===== src/rtl/pwm_driver_pkg.sv =====
// Shared definitions for the motor PWM driver: FSM encoding and count limits.
package pwm_driver_pkg;

  typedef enum logic [1:0] {
    StIdle = 2'b00,
    StRun  = 2'b01,
    StDead = 2'b10
  } pwm_state_e;

  localparam logic [7:0] PWM_CNT_MAX = 8'hFF;

endpackage


===== src/rtl/pwm_prescaler.sv =====
// Clock prescaler for the PWM counter: counts 0..PRESCALE-1 and flags the last
// step as a tick. A synchronous load parks the counter at its maximum so the
// very first enabled cycle is a tick.
module pwm_prescaler #(
  parameter int unsigned PRESCALE = 16
) (
  input  logic clock,
  input  logic reset_n,
  input  logic i_load_max,
  output logic o_tick
);

  localparam int unsigned PreW = (PRESCALE > 1) ? $clog2(PRESCALE) : 1;
  localparam logic [PreW-1:0] PreMax = PreW'(PRESCALE - 1);

  logic [PreW-1:0] r_pre;
  logic            w_tick;

  assign w_tick = (r_pre == PreMax);
  assign o_tick = w_tick;

  // Prescale counter: park at max while loading, wrap to 0 on tick.
  always_ff @(posedge clock or negedge reset_n) begin
    if (!reset_n) begin
      r_pre <= PreMax;
    end else if (i_load_max) begin
      r_pre <= PreMax;
    end else if (w_tick) begin
      r_pre <= '0;
    end else begin
      r_pre <= r_pre + 1'b1;
    end
  end

endmodule


===== src/rtl/pwm_driver.sv =====
// Motor PWM driver: 256-step fixed-period PWM, ratio/direction updates taken
// only at period boundaries, and a forced-low dead interval before reversals.
module pwm_driver
  import pwm_driver_pkg::*;
#(
  parameter int unsigned PRESCALE         = 16,
  parameter int unsigned DIR_DEAD_PERIODS = 2
) (
  input  logic       clock,
  input  logic       reset_n,
  input  logic       pwm_enable,
  input  logic       pwm_update,
  input  logic [7:0] pwm_ratio,
  input  logic       pwm_direction,
  output logic       pwm_done,
  output logic       pwm_out,
  output logic       motor_dir,
  output logic       busy
);

  localparam int unsigned DeadW = $clog2(DIR_DEAD_PERIODS + 1);
  localparam logic [DeadW-1:0] DeadLoad = DeadW'(DIR_DEAD_PERIODS);
  localparam logic [DeadW-1:0] DeadLast = DeadW'(1);

  pwm_state_e       r_state, w_state_d;
  logic [7:0]       r_cnt;
  logic [7:0]       r_active_ratio, w_active_ratio_d;
  logic [7:0]       r_pend_ratio, w_pend_ratio_d;
  logic             r_pend_dir, w_pend_dir_d;
  logic [DeadW-1:0] r_dead, w_dead_d;
  logic             r_motor_dir, w_motor_dir_d;
  logic             r_pwm_done, w_pwm_done_d;
  logic             r_pwm_out;

  logic             w_tick;
  logic             w_boundary;
  logic             w_load_max;
  logic [7:0]       w_sel_ratio;
  logic             w_sel_dir;

  // Counters sit at max whenever the next state is IDLE.
  assign w_load_max = (w_state_d == StIdle);

  pwm_prescaler #(
    .PRESCALE(PRESCALE)
  ) u_prescaler (
    .clock     (clock),
    .reset_n   (reset_n),
    .i_load_max(w_load_max),
    .o_tick    (w_tick)
  );

  assign w_boundary = w_tick && (r_cnt == PWM_CNT_MAX);

  // In DEAD the newest request present at a boundary supersedes the pending one.
  assign w_sel_ratio = pwm_update ? pwm_ratio : r_pend_ratio;
  assign w_sel_dir   = pwm_update ? pwm_direction : r_pend_dir;

  // Next-state and update decisions; disable overrides every boundary action.
  always_comb begin
    w_state_d        = r_state;
    w_active_ratio_d = r_active_ratio;
    w_pend_ratio_d   = r_pend_ratio;
    w_pend_dir_d     = r_pend_dir;
    w_dead_d         = r_dead;
    w_motor_dir_d    = r_motor_dir;
    w_pwm_done_d     = 1'b0;

    if (!pwm_enable) begin
      w_state_d        = StIdle;
      w_active_ratio_d = '0;
      w_pend_ratio_d   = '0;
      w_pend_dir_d     = r_motor_dir;
      w_dead_d         = '0;
    end else begin
      unique case (r_state)
        // Counters are parked at max in IDLE, so the enabling edge is itself a
        // boundary; active ratio is 0 here, so any direction applies at once.
        StIdle: begin
          w_state_d = StRun;
          if (pwm_update) begin
            w_active_ratio_d = pwm_ratio;
            w_motor_dir_d    = pwm_direction;
            w_pwm_done_d     = 1'b1;
          end
        end
        StRun: begin
          if (w_boundary && pwm_update) begin
            if ((pwm_direction == r_motor_dir) || (r_active_ratio == 8'd0)) begin
              w_active_ratio_d = pwm_ratio;
              w_motor_dir_d    = pwm_direction;
              w_pwm_done_d     = 1'b1;
            end else begin
              w_pend_ratio_d   = pwm_ratio;
              w_pend_dir_d     = pwm_direction;
              w_active_ratio_d = '0;
              w_dead_d         = DeadLoad;
              w_state_d        = StDead;
            end
          end
        end
        StDead: begin
          if (w_boundary) begin
            w_pend_ratio_d = w_sel_ratio;
            w_pend_dir_d   = w_sel_dir;
            if (r_dead == DeadLast) begin
              w_dead_d         = '0;
              w_active_ratio_d = w_sel_ratio;
              w_motor_dir_d    = w_sel_dir;
              w_pwm_done_d     = 1'b1;
              w_state_d        = StRun;
            end else begin
              w_dead_d = r_dead - 1'b1;
            end
          end
        end
        default: begin
          w_state_d        = StIdle;
          w_active_ratio_d = '0;
        end
      endcase
    end
  end

  // Control state registers.
  always_ff @(posedge clock or negedge reset_n) begin
    if (!reset_n) begin
      r_state        <= StIdle;
      r_active_ratio <= '0;
      r_pend_ratio   <= '0;
      r_pend_dir     <= 1'b0;
      r_dead         <= '0;
      r_motor_dir    <= 1'b0;
      r_pwm_done     <= 1'b0;
    end else begin
      r_state        <= w_state_d;
      r_active_ratio <= w_active_ratio_d;
      r_pend_ratio   <= w_pend_ratio_d;
      r_pend_dir     <= w_pend_dir_d;
      r_dead         <= w_dead_d;
      r_motor_dir    <= w_motor_dir_d;
      r_pwm_done     <= w_pwm_done_d;
    end
  end

  // Period counter: parked at 255 with the prescaler, advances once per tick.
  always_ff @(posedge clock or negedge reset_n) begin
    if (!reset_n) begin
      r_cnt <= PWM_CNT_MAX;
    end else if (w_load_max) begin
      r_cnt <= PWM_CNT_MAX;
    end else if (w_tick) begin
      r_cnt <= r_cnt + 8'd1;
    end
  end

  // Registered PWM compare; follows a ratio change one clock later.
  always_ff @(posedge clock or negedge reset_n) begin
    if (!reset_n) begin
      r_pwm_out <= 1'b0;
    end else begin
      r_pwm_out <= (r_cnt < r_active_ratio);
    end
  end

  assign pwm_out   = r_pwm_out;
  assign motor_dir = r_motor_dir;
  assign pwm_done  = r_pwm_done;
  assign busy      = (r_state == StDead);

endmodule


===== config.mk =====
export PLATFORM = sky130hd
export DESIGN_NAME = pwm_driver
export DESIGN_NICKNAME = d
export VERILOG_FILES = /design/src/rtl/pwm_driver_pkg.sv /design/src/rtl/pwm_prescaler.sv /design/src/rtl/pwm_driver.sv
export SDC_FILE = /design/constraint.sdc
export NUM_CORES = 1
export LEC_CHECK = 0
export BUFFER_PORTS_ARGS = -buffer_cell sky130_fd_sc_hd__buf_4
export CORE_AREA = 2 2 93 95
export DETAILED_ROUTE_END_ITERATION = 16
export DIE_AREA = 0 0 95 97
export RECOVER_POWER = 25
export SLEW_MARGIN = 20
export SYNTH_ARGS = -nofsm -noshare
export SYNTH_HDL_FRONTEND = slang
export SYNTH_SLANG_ARGS = --single-unit
export TNS_END_PERCENT = 100

===== constraint.sdc =====
create_clock -name clock -period 3.8 [get_ports clock]
set_input_delay 0.19 -clock clock [delete_from_list [all_inputs] [get_ports clock]]
set_output_delay 0.19 -clock clock [all_outputs]
set_load 0.01 [all_outputs]

=== Word-level counts from Yosys, hierarchy flattened ===
Index checks and enable logic that the tools add are counted.

* Bits in registers: 36
* Bits of input ports: 13
* Output and inout port bits: 4
* Word-level logic and storage cells: 90

* Add/subtract/negate cells: 3
* Order comparisons: 1
* Equality and inequality tests: 17
* Multiplexer cells: 48
* Reduce and logical (&&, ||, !) cells: 11

{| class="wikitable"
|+ Operator list
! cell !! count
|-
| 8-bit two-way mux || 13
|-
| 8-bit case mux with 3 select lines || 1
|-
| 2-bit two-way mux || 10
|-
| 1-bit two-way mux || 16
|-
| 8-bit case mux with 2 select lines || 1
|-
| 3-bit != test, second input constant || 3
|-
| 8-bit by 1-bit adder with 8-bit output, second input constant || 1
|-
| 8-bit == test, second input constant || 1
|-
| 8-bit zero test || 1
|-
| 8-bit less-than comparator || 1
|-
| 4-bit two-way mux || 2
|-
| 4-bit AND reduction || 2
|-
| 7-bit AND reduction || 1
|-
| 2-bit != test, second input constant || 3
|-
| 3-bit by 2-bit != test with 1-bit output, second input constant || 2
|-
| 1-bit case mux with 3 select lines || 2
|-
| 2-bit case mux with 3 select lines || 1
|-
| 4-bit by 1-bit adder with 4-bit output, second input constant || 1
|-
| 2-bit by 1-bit == test with 1-bit output, second input constant || 2
|-
| 4-bit == test, second input constant || 1
|-
| 2-bit zero test || 2
|-
| 2-bit by 1-bit != test with 1-bit output, second input constant || 2
|-
| 2-bit case mux with 2 select lines || 1
|-
| 3-bit by 1-bit != test with 1-bit output, second input constant || 1
|-
| other kinds (8) || 9
|}

=== Logic depth before layout (Yosys ltp) ===
* Depth after elaboration: 8
* Gate-level depth with buffers: 8

=== By module ===
Synthesis repeated with hierarchy kept, for this count alone.

* Cell total of the unflattened synthesis: 204
* Area total of the unflattened synthesis: 2000.7 µm²

{| class="wikitable"
|+ Modules (own cells, without submodules)
! module !! instances !! cells each !! area each (µm²)
|-
| pwm_driver || 1 || 189 || 1818.0
|-
| pwm_prescaler || 1 || 15 || 182.7
|}

=== Least setup slack after synthesis ===
Ideal clock, no wire load.

* Kind: reg2reg
* From: reg u_prescaler.r_pre[0]
* To: reg r_active_ratio[7]
* Setup time: 120 ps
* Data arrival time: 1875 ps
* Data required time: 3680 ps
* Path slack: 1805 ps
* Cell stages (with the launch flop): 8
* Buffers on the path: 1
* Path through: dfstp_2 ha_1 nand3_2 o32ai_2 o221ai_2 buf_6 a221o_1 and3_1

* Word-level cells in the longest chain between the ends: 5

{| class="wikitable"
|+ RTL lines
! element !! line !! RTL
|-
| start: declaration || pwm_prescaler.sv:16 || <nowiki>logic [PreW-1:0] r_pre;</nowiki>
|-
| start signal: assignment || pwm_prescaler.sv:25 || <nowiki>r_pre <= PreMax;</nowiki>
|-
| start signal: assignment || pwm_prescaler.sv:27 || <nowiki>r_pre <= PreMax;</nowiki>
|-
| start signal: assignment || pwm_prescaler.sv:31 || <nowiki>r_pre <= r_pre + 1'b1;</nowiki>
|-
| 4-bit == test (*) || pwm_prescaler.sv:19 || <nowiki>assign w_tick = (r_pre == PreMax);</nowiki>
|-
| 1-bit logical AND (*) || pwm_driver.sv:53 || <nowiki>assign w_boundary = w_tick && (r_cnt == PWM_CNT_MAX);</nowiki>
|-
| 1-bit logical AND || pwm_driver.sv:88 || <nowiki>if (w_boundary && pwm_update) begin</nowiki>
|-
| 3-bit != test (no line) || - ||
|-
| 4-bit AND reduction (no line) (*) || - ||
|-
| end signal: assignment || pwm_driver.sv:137 || <nowiki>r_active_ratio <= w_active_ratio_d;</nowiki>
|-
| end: declaration || pwm_driver.sv:27 || <nowiki>logic [7:0] r_active_ratio, w_active_ratio_d;</nowiki>
|}

Every way passes the cells marked *; elsewhere a longest branch is shown, timed or not.
A chain may end at the register's enable or synchronous reset.

=== Worst setup path after layout ===
* From: reg r_state[1]
* To: reg r_motor_dir (netlist: motor_dir)

* Word-level cells in the longest chain between the ends: 3

{| class="wikitable"
|+ RTL lines
! element !! line !! RTL
|-
| start: declaration || pwm_driver.sv:25 || <nowiki>pwm_state_e r_state, w_state_d;</nowiki>
|-
| start signal: assignment || pwm_driver.sv:128 || <nowiki>r_state <= StIdle;</nowiki>
|-
| start signal: assignment || pwm_driver.sv:136 || <nowiki>r_state <= w_state_d;</nowiki>
|-
| 2-bit by 1-bit == test with 1-bit output (tied with other cells) || pwm_driver.sv:76 || <nowiki>unique case (r_state)</nowiki>
|-
| 2-bit != test (no line) (tied with other cells) || - ||
|-
| 7-bit AND reduction (no line) || - ||
|-
| end signal: assignment || pwm_driver.sv:141 || <nowiki>r_motor_dir <= w_motor_dir_d;</nowiki>
|-
| end: declaration || pwm_driver.sv:31 || <nowiki>logic r_motor_dir, w_motor_dir_d;</nowiki>
|}

Parallel ways exist; a longest one is shown, timed or not.

==> run summary <==
Placed cell count - 322
Routed vias - 1,524
Register-to-register setup slack - 1.41 ns
DRC - 0
CTS tree - yes
Number of top-level pins - 17
Most frequent cells in the layout - sky130_fd_sc_hd__nand2_1, sky130_fd_sc_hd__dfrtp_1, sky130_fd_sc_hd__o21ai_0
Origin of the worst min-delay path - pwm_ratio[7]
Run status - finished with violations
Gate count after technology mapping - 212
Final wirelength - 3930 um
Number of endpoints failing setup at the final stage - 0
Non-filler cells, final - 331
Area growth, synth to finish - 15.0%
Number of input and output port buffers inserted - 16
Cells resized by post-CTS repair - 0
H-tree levels - 2
Global routing usage on met3 - 0.0241
Number of synthesized flops with an enable pin - 0
Crit share post-route - 0.629
Max Buffers Root-to-Sink - 2
Largest fanout of any net on the critical path - 12
Post-DR wirelength/cell - 11.9 um
Top FF cell, synth - sky130_fd_sc_hd__dfrtp_1
Clock insertion delay at the later pin of the skew report - 0.29 ns
Root buffer cell - sky130_fd_sc_hd__clkbuf_8
Setup repair after global routing missed its margin - false
Number of slew-limit violations in the final report - 37
Violated checks - capacitance limit, slew limit
Power per standard cell area - 586 mW/mm2
Post-synthesis register bit count - 36
Global placement routability congestion - 0.815
Clock skew - 0.00487 ns
Number of nets with antenna violations after routing - 0
Post-detail-place hpwl - 2890 um
Max-cap viol count - 1
Met1 layer usage reported by global route - 0.122
Multi-input gate area in the final layout - 0.00100 mm2
Cts hold-fix bufs - 1
Critical register-to-register path startpoint - r_state[1]$_DFF_PN0_
Initial DRC Count - 78
# rows - 33
Met2 global-route usage - 0.151
Max Clk Rate - 418 MHz
Share of the synthesized area in the top cell type - 0.298
Final hold vios - 0
Arrival time reported for the critical path endpoint - 2.57 ns
Final Power - 1.36 mW
Critical Path End Type - flop
Worst slack at placement - 1.42 ns
Terminus of the critical flop-to-flop path - motor_dir$_DFFE_PN0P_
Number of fill cells in the layout - 857
Die Outline Area - 0.00922 mm2
Post-layout minimum cycle time - 2.39 ns
Placeable core area - 0.00813 mm2
Post-route cell area - 0.00232 mm2
Cell types occupying the most area after synthesis - sky130_fd_sc_hd__dfrtp_1, sky130_fd_sc_hd__dfstp_2, sky130_fd_sc_hd__nand2_1
Number of buffers inserted during clock tree synthesis - 5
Die width - 95 um
Antenna fix cells - 0
Number of detailed-route iterations in the first pass - 4
Final critical-path setup slack - 1.41 ns
Via count of the first global-routing pass - 1,492
Placed cell area - 0.00221 mm2
Kind of path behind the tightest hold check - input port to flop
Maximum resistive drop on vdd - 0.000209 V
Yosys warning count - 0
Tightest Pin Transition - 1.91 ns
Min-Delay Path Depth - 3
Kind of launch point of the worst setup path - flop
Asr flop ratio synth - 1.00
End of the worst hold path - r_pend_ratio[7]$_DFFE_PN0P_
Pin count of the biggest net entering global routing - 37
Initial antenna violation count - 0
GRT Residual Overflow - 0
Die outline height - 97 um
Cell type contributing the most total cell area after synthesis - sky130_fd_sc_hd__dfrtp_1
Clk pin slew, worst setup/hold paths - 0.07 ns
Most frequent standard cell in the layout excluding fill and tap cells - sky130_fd_sc_hd__nand2_1
Sequential cell area fraction in the yosys report - 0.454
Synthesized area per cell - 9.51 um2
Final Net Count - 248
Starting Density - 0.248
Area occupied by registers - 916 um2
Global router's overall resource usage - 0.0931
Leak pwr - 1.00 nW
Synth Cell Area - 0.00202 mm2
Share of final-layout standard cells stronger than drive strength 1 - 0.221
Tightest slew margin relative to the limit - -0.273
Synthesized Nets - 235
TNS Setup - 0 ns
Count of distinct cell types in the synthesized netlist - 45
Setup bufs post-CTS - 0
First-pass GRT wire length - 7040 um
TritonCTS Sinks - 36
Average vias per placed instance - 4.60
Busiest metal layer after global routing - met2
Logic depth of the worst register-to-register path - 5
Startpoint-to-endpoint class of the critical path - flop to flop
Data required, critical path - 3.98 ns
-- layer usage --
metal	vias up	share of wire
met5	-	0
met2	18	0.48
met3	5	0.029
li1	772	-
met4	0	0.014
met1	729	0.47
-- sequential cells by signal, indices dropped and copies added (netlist names), 2 cells and up --
| register | count |
|---|---|
| r_state | 2 |
| r_dead | 2 |
| r_active_ratio | 8 |
| r_pend_ratio | 8 |
| u_prescaler.r_pre | 4 |
| r_cnt | 8 |
-- per-stage QoR --
step           hold WS [ns]   util
2_1_floorplan        -0.106      -
3_3_place_gp          0.179  0.272
3_5_place_dp          0.183  0.272
4_1_cts               0.154  0.285
5_1_grt               0.151  0.285
6_report              0.163  0.285
-- worst max-delay path, cell delays in order (launching register included) --
cell                      delay [ns]
sky130_fd_sc_hd__dfrtp_1        0.54
sky130_fd_sc_hd__nor2b_1        0.51
sky130_fd_sc_hd__nor2b_1        0.62
sky130_fd_sc_hd__mux2i_1        0.26
sky130_fd_sc_hd__o21ai_0        0.08
sky130_fd_sc_hd__mux2_2         0.26
-- power breakdown --
part / leakage (nW) / internal [mW] / switching (mW)
Sequential: 0.445 / 0.502 / 0.0850
Combinational: 0.507 / 0.220 / 0.252
Clock: 0.0515 / 0.166 / 0.135
-- logic make-up (layout without fill, tap and decap cells) --
logic type | count (synthesis) | in the layout | synth area share
compound gates | 49 | 49 | 0.176
xor+xnor | 8 | 8 | 0.0348
fa+ha+maj | 10 | 10 | 0.0621
buf+inv | 22 | 36 | 0.0478
flops | 36 | 36 | 0.454
mux | 3 | 3 | 0.0155
simple gates | 84 | 84 | 0.210
-- final cells by class --
class / instances / area share
multi-input combinational: 154 / 0.433
sequential: 36 / 0.395
inverter: 11 / 0.0178
timing repair buffer: 17 / 0.0545
tap: 105 / 0.0567
clock buffer: 8 / 0.0432
-- synth_stat cells (3+ instances only) --
cell                        n
sky130_fd_sc_hd__nand2_1   36
sky130_fd_sc_hd__dfrtp_1   24
sky130_fd_sc_hd__o21ai_0   18
sky130_fd_sc_hd__dfstp_2   12
sky130_fd_sc_hd__inv_1     11
sky130_fd_sc_hd__nand3_1   11
sky130_fd_sc_hd__and3_1    10
sky130_fd_sc_hd__ha_1      10
sky130_fd_sc_hd__a21oi_1    9
sky130_fd_sc_hd__nor2b_1    7
sky130_fd_sc_hd__a221o_2    6
sky130_fd_sc_hd__buf_2      5
sky130_fd_sc_hd__xnor2_1    5
sky130_fd_sc_hd__clkbuf_1   4
sky130_fd_sc_hd__nor2_1     4
sky130_fd_sc_hd__nand2b_1   3
sky130_fd_sc_hd__xor2_1     3
-- worst max path at each step --
stage                                                to                            from  cells after the start  slack (ns)
after global placement            motor_dir$_DFFE_PN0P_            r_state[1]$_DFF_PN0_                      5        1.52
after floorplan           r_active_ratio[7]$_DFFE_PN0P_  u_prescaler.r_pre[0]$_DFF_PN1_                      7        1.81
after CTS                         motor_dir$_DFFE_PN0P_            r_state[1]$_DFF_PN0_                      5        1.41
after detailed placement          motor_dir$_DFFE_PN0P_            r_state[1]$_DFF_PN0_                      5        1.42
final                             motor_dir$_DFFE_PN0P_            r_state[1]$_DFF_PN0_                      5        1.41
after global routing              motor_dir$_DFFE_PN0P_            r_state[1]$_DFF_PN0_                      5        1.21
Power figures use the tool's default switching activity.
